**src/rtl/riot_bus_arbiter.sv**
```systemverilog
// rtl/riot_bus_arbiter.sv - two-port arbiter and access sequencer for the mm6532 RIOT bus
// Grants one requester, runs a single registered RIOT access, returns data with a one-cycle ACK.

module riot_bus_arbiter #(
  parameter int PRIO_MODE    = 0,
  parameter int STARVE_LIMIT = 4,
  parameter int M1_SAFE      = 1
) (
  input  logic       CLK,
  input  logic       RES,
  input  logic       M0_REQ,
  input  logic       M0_WE,
  input  logic [7:0] M0_ADDR,
  input  logic [7:0] M0_WDATA,
  output logic       M0_ACK,
  output logic [7:0] M0_RDATA,
  input  logic       M1_REQ,
  input  logic       M1_WE,
  input  logic [7:0] M1_ADDR,
  input  logic [7:0] M1_WDATA,
  output logic       M1_ACK,
  output logic [7:0] M1_RDATA,
  output logic       M1_ERR,
  output logic       BUSY,
  output logic [1:0] R_CS,
  output logic       R_RS_N,
  output logic       R_W,
  output logic [6:0] R_A,
  output logic [7:0] R_DIN,
  input  logic [7:0] R_DOUT
);

  typedef enum logic [1:0] {
    ST_IDLE   = 2'd0,
    ST_ACCESS = 2'd1,
    ST_DONE   = 2'd2
  } state_t;

  state_t     state;
  state_t     state_nxt;

  logic       owner;
  logic       op_we;
  logic       op_denied;
  logic       last_grant;
  logic [3:0] starve_cnt;

  logic       grant_valid;
  logic       grant_port;
  logic       grant_we;
  logic [7:0] grant_addr;
  logic [7:0] grant_wdata;
  logic       grant_denied;
  logic       starved;

  assign BUSY = (state != ST_IDLE);

  // Arbitration is evaluated every cycle but only acted on in IDLE.
  always_comb begin
    grant_valid  = M0_REQ | M1_REQ;
    starved      = (STARVE_LIMIT != 0) && (int'(starve_cnt) >= STARVE_LIMIT);
    grant_port   = M1_REQ;
    if (M0_REQ && M1_REQ) begin
      if (PRIO_MODE == 0) begin
        grant_port = ~last_grant;
      end else begin
        grant_port = starved;
      end
    end
    grant_we     = grant_port ? M1_WE    : M0_WE;
    grant_addr   = grant_port ? M1_ADDR  : M0_ADDR;
    grant_wdata  = grant_port ? M1_WDATA : M0_WDATA;
    // Timer and interrupt-flag reads clear RIOT state, so the host port may not do them.
    grant_denied = (M1_SAFE != 0) && grant_port && !grant_we &&
                   grant_addr[7] && grant_addr[2];
  end

  always_comb begin
    state_nxt = state;
    case (state)
      ST_IDLE:   if (grant_valid) state_nxt = ST_ACCESS;
      ST_ACCESS: state_nxt = ST_DONE;
      ST_DONE:   state_nxt = ST_IDLE;
      default:   state_nxt = ST_IDLE;
    endcase
  end

  always_ff @(posedge CLK) begin
    if (RES) begin
      state <= ST_IDLE;
    end else begin
      state <= state_nxt;
    end
  end

  always_ff @(posedge CLK) begin
    if (RES) begin
      owner      <= 1'b0;
      op_we      <= 1'b0;
      op_denied  <= 1'b0;
      last_grant <= 1'b1;
      starve_cnt <= 4'd0;
      R_CS       <= 2'b00;
      R_RS_N     <= 1'b1;
      R_W        <= 1'b1;
      R_A        <= 7'd0;
      R_DIN      <= 8'd0;
      M0_ACK     <= 1'b0;
      M1_ACK     <= 1'b0;
      M1_ERR     <= 1'b0;
      M0_RDATA   <= 8'd0;
      M1_RDATA   <= 8'd0;
    end else begin
      M0_ACK <= 1'b0;
      M1_ACK <= 1'b0;
      M1_ERR <= 1'b0;
      R_CS   <= 2'b00;
      R_RS_N <= 1'b1;
      R_W    <= 1'b1;
      R_A    <= 7'd0;
      R_DIN  <= 8'd0;
      case (state)
        ST_IDLE: begin
          if (grant_valid) begin
            owner      <= grant_port;
            op_we      <= grant_we;
            op_denied  <= grant_denied;
            last_grant <= grant_port;
            if (!grant_denied) begin
              R_CS   <= 2'b01;
              R_RS_N <= grant_addr[7];
              R_W    <= ~grant_we;
              R_A    <= grant_addr[6:0];
              R_DIN  <= grant_wdata;
            end
          end
          // A pending M1_REQ guarantees a grant this cycle, so grant_port alone decides.
          if (!M1_REQ || grant_port) begin
            starve_cnt <= 4'd0;
          end else if (starve_cnt != 4'hF) begin
            starve_cnt <= starve_cnt + 4'd1;
          end
        end
        ST_ACCESS: begin
          if (owner) begin
            M1_ACK <= 1'b1;
            M1_ERR <= op_denied;
            if (op_denied) begin
              M1_RDATA <= 8'h00;
            end else if (!op_we) begin
              M1_RDATA <= R_DOUT;
            end
          end else begin
            M0_ACK <= 1'b1;
            if (!op_we) begin
              M0_RDATA <= R_DOUT;
            end
          end
        end
        default: ;
      endcase
    end
  end

endmodule
```
**config.mk**
```make
export PLATFORM = sky130hd
export DESIGN_NAME = riot_bus_arbiter
export DESIGN_NICKNAME = d
export VERILOG_FILES = /design/src/rtl/riot_bus_arbiter.sv
export SDC_FILE = /design/constraint.sdc
export NUM_CORES = 1
export LEC_CHECK = 0
export BUFFER_PORTS_ARGS = -buffer_cell sky130_fd_sc_hd__buf_2
export CAP_MARGIN = 20
export CORE_MARGIN = 2
export CORE_UTILIZATION = 35
export DETAILED_ROUTE_END_ITERATION = 10
export MAX_ROUTING_LAYER = met4
export PLACE_DENSITY = 0.75
export RECOVER_POWER = 50
export SLEW_MARGIN = 10
export SYNTH_ARGS = -nofsm -noshare
export SYNTH_HDL_FRONTEND = slang
export SYNTH_SLANG_ARGS = --single-unit
```
**constraint.sdc**
```tcl
create_clock -name CLK -period 1.4 [get_ports CLK]
set_input_delay 0.28 -clock CLK [delete_from_list [all_inputs] [get_ports CLK]]
set_output_delay 0.28 -clock CLK [all_outputs]
set_load 0.01 [all_outputs]
```
==> flow_summary.ini <==
[final_layout]
n_antenna_cell = 0
fin_nets = 323
fillCellCount = 453
drive_gt1_frac = 0.260
final_area_um2 = 2190
area_growth_pct = 33.5
layout.cells.non_filler = 329

[routing]
routed_via_density = 4.92
via_count = 1620
drtIter0Drc = 54
dr.pass1.iters = 4
antenna_left = 0
wl_per_cell_um = 12.2
drcViolationCount = 0
drt-total-wl_um = 4030

[sta]
finalClockSkew_ps = 5.97
setup_violations = 0
final_hold_viol_count = 0
max_freq_mhz = 761
finalMaxSlewViolations = 0
fin_setup_tns_ps = 0
rsz0062_at_grt = false
finalCritPeriodShare = 0.938
min_period_ps = 1310

[worst_hold_path]
hp-start = M0_ADDR[7]
hold_class = in2reg

[yosys]
synth_edf_count = 0
ys_warn_count = 0
synth_adder_area_share = 0
synthMuxAreaShare = 0.00610
netlist.area_leader.share = 0.524
synth.most_common_cell = nand2_1
synth_top_family_by_area = simple AND/OR/NAND/NOR gates
yosys.area_share.simple = 0.244
yosys-top-cells-area = dfxtp_1 (52%), nand2_1 (11%), a21oi_1 (10%), nand4b_1 (4.3%), o21ai_0 (3.0%)
ys_seq_elements = 43
synth-xor-area-share = 0
yosys-top-cells-count = nand2_1 (48), dfxtp_1 (43), a21oi_1 (34)
synth.distinct_cells = 31
synth_compound_area_frac = 0.178
syn_avg_cell_area_um2 = 8.78
syn_area_um2 = 1640
synth_nets = 233
synthCells = 187
ys_seq_area_frac = 0.524
synth_top_cell_by_area = dfxtp_1
synthArstFlopShare = 0
synth-main-ff-cell = dfxtp_1

[power]
p_per_area_nw_per_um2 = 1140
pwr-share-comb = 0.162
p_sw_mw = 0.652
pwr-share-clk = 0.310
swShare = 0.261
power_frac_seq = 0.528
p_leak_nw = 0.934
peakVddDrop_mv = 0.551
cellInternalPower_mw = 1.85

[worst_setup_path]
worstSetupStartpoint = state[0]$_SDFFE_PP0P_
worstSetupEndpointType = flop
critPathKind = reg2reg
worstPathRequired_ps = 1580
crit_chain = or4b_1 -> nand2_1 -> a21oi_1
crit_slowest_cell = or4b_1
crit_arrival_ps = 1490
startpoint_type = flop
reg2reg_slack_ps = 90
cp_top_family = simple AND/OR/NAND/NOR gates
rr_startpoint = state[0]$_SDFFE_PP0P_
crit_buf_inv = 0
crit_fanout = 8
critical_path.max_stage_delay_ps = 610

[global_route]
grt_pass1_wl_um = 6470
grt.overflow.total = 0
grt_pass1_vias = 1550
antenna_found_initial = 0
track_usage = 0.163
grt_max_degree = 21

[placement]
dp.cells = 320
port_buffers = 83
routabilityCongestion = 0.844
hpwl_um = 3080
place_area_um2 = 2130

[clock_network]
cts_root_buffer = clkbuf_8
cts.sink_count = 43
numCtsBuffers = 5
ctsHoldBuffers = 0
cts_tree = done
htree_levels = 2
clkTransAtPathRegs_ps = 80
clock_latency_ps = 290
clk_path_buf_depth = 2

[floorplan]
ios = 85
initial_core_util = 0.369
chipHeight_um = 72.5
coreArea_um2 = 4440
dieArea_um2 = 5250
dieWidth_um = 72.5
rows = 24

[run_status]
status = complete, no violations

[run]
drv_cap = 0
what timing repair did:
item	in CTS	in global routing
pin swaps	1	0
resized for setup	1	1
buffers inserted	1	1
endpoints found under the setup margin	1	6
worst register-to-register path, delay by kind of cell, from the launching register on:
family / cells / cell delay, ps
AOI/OAI and AO/OA: 1 / 60
DFF: 1 / 390
and+or+nand+nor: 2 / 740
through the flow:
| stage | worst slack [ps] | hold slack, ps | utilization | power [mW] |
|---|---|---|---|---|
| global route | 10.0 | 198 | 0.493 | 2.62 |
| CTS | 23.7 | 184 | 0.502 | 2.55 |
| global placement | 98.4 | 441 | 0.479 | 1.75 |
| finish | 86.1 | 194 | 0.493 | 2.50 |
| floorplan | 157 | 368 | - | 1.57 |
| detailed placement | 52.1 | 445 | 0.479 | 1.76 |
cell families after synthesis:
logic type	after synthesis
buf+inv	15
other cells	1
compound gates	50
flops	43
mux	1
simple gates	77
layout by cell type (no fill, tap or decap), types with 2 or more instances in the layout:
master and n:
nor2_1 2, clkbuf_8 6, nand2b_1 3, inv_1 4, a21oi_1 34, nor2b_1 2, nand3b_1 3, clkbuf_1 36
nand2_1 48, and3_1 2, o21ai_0 10, buf_2 48, dfxtp_1 42, nand3_1 2, nand4b_1 8, buf_4 10
routing by layer:
layer / global-route usage / wire length, um
met2: 0.266 / 1810
met3: 0.0389 / 342
met5: - / 0
met1: 0.189 / 1800
met4: 0.0761 / 78
final timing paths:
kind	end	cells past startpoint
worst min register to register	M0_RDATA[7]$_SDFFE_PP0P_	2
worst max register to register	M0_RDATA[3]$_SDFFE_PP0P_	3
worst min-delay path	R_RS_N$_SDFF_PP1_	3
worst max-delay path	M0_RDATA[3]$_SDFFE_PP0P_	3
flip-flops by register name, indices dropped and copies added, names as in the netlist:
register / count
M0_ACK: 1
M0_RDATA: 8
M1_ACK: 1
M1_ERR: 1
M1_RDATA: 8
R_A: 7
R_CS: 1
R_DIN: 8
R_RS_N: 1
R_W: 1
last_grant: 1
op_denied: 1
op_we: 1
owner: 1
state: 2
power groups by stage:
stage                     clock network [mW]  registers [mW]  logic (mW)
final                                  0.776            1.32       0.404
after global routing                   0.842            1.33       0.455
after CTS                              0.810            1.32       0.420
after detailed placement                   0            1.35       0.413
after global placement                     0            1.34       0.407
after floorplan                            0            1.38       0.190
cell type report:
| type | count | area [um2] | area share |
|---|---|---|---|
| Sequential cell | 43 | 862 | 0.393 |
| Multi-Input combinational cell | 129 | 711 | 0.324 |
| Timing Repair Buffer | 94 | 450 | 0.206 |
| Clock buffer | 6 | 82.6 | 0.0377 |
| Tap cell | 52 | 65.1 | 0.0297 |
| Inverter | 4 | 15.0 | 0.00685 |
| Clock inverter | 1 | 5.00 | 0.00228 |
No activity file was read; power rests on OpenSTA's default activity.
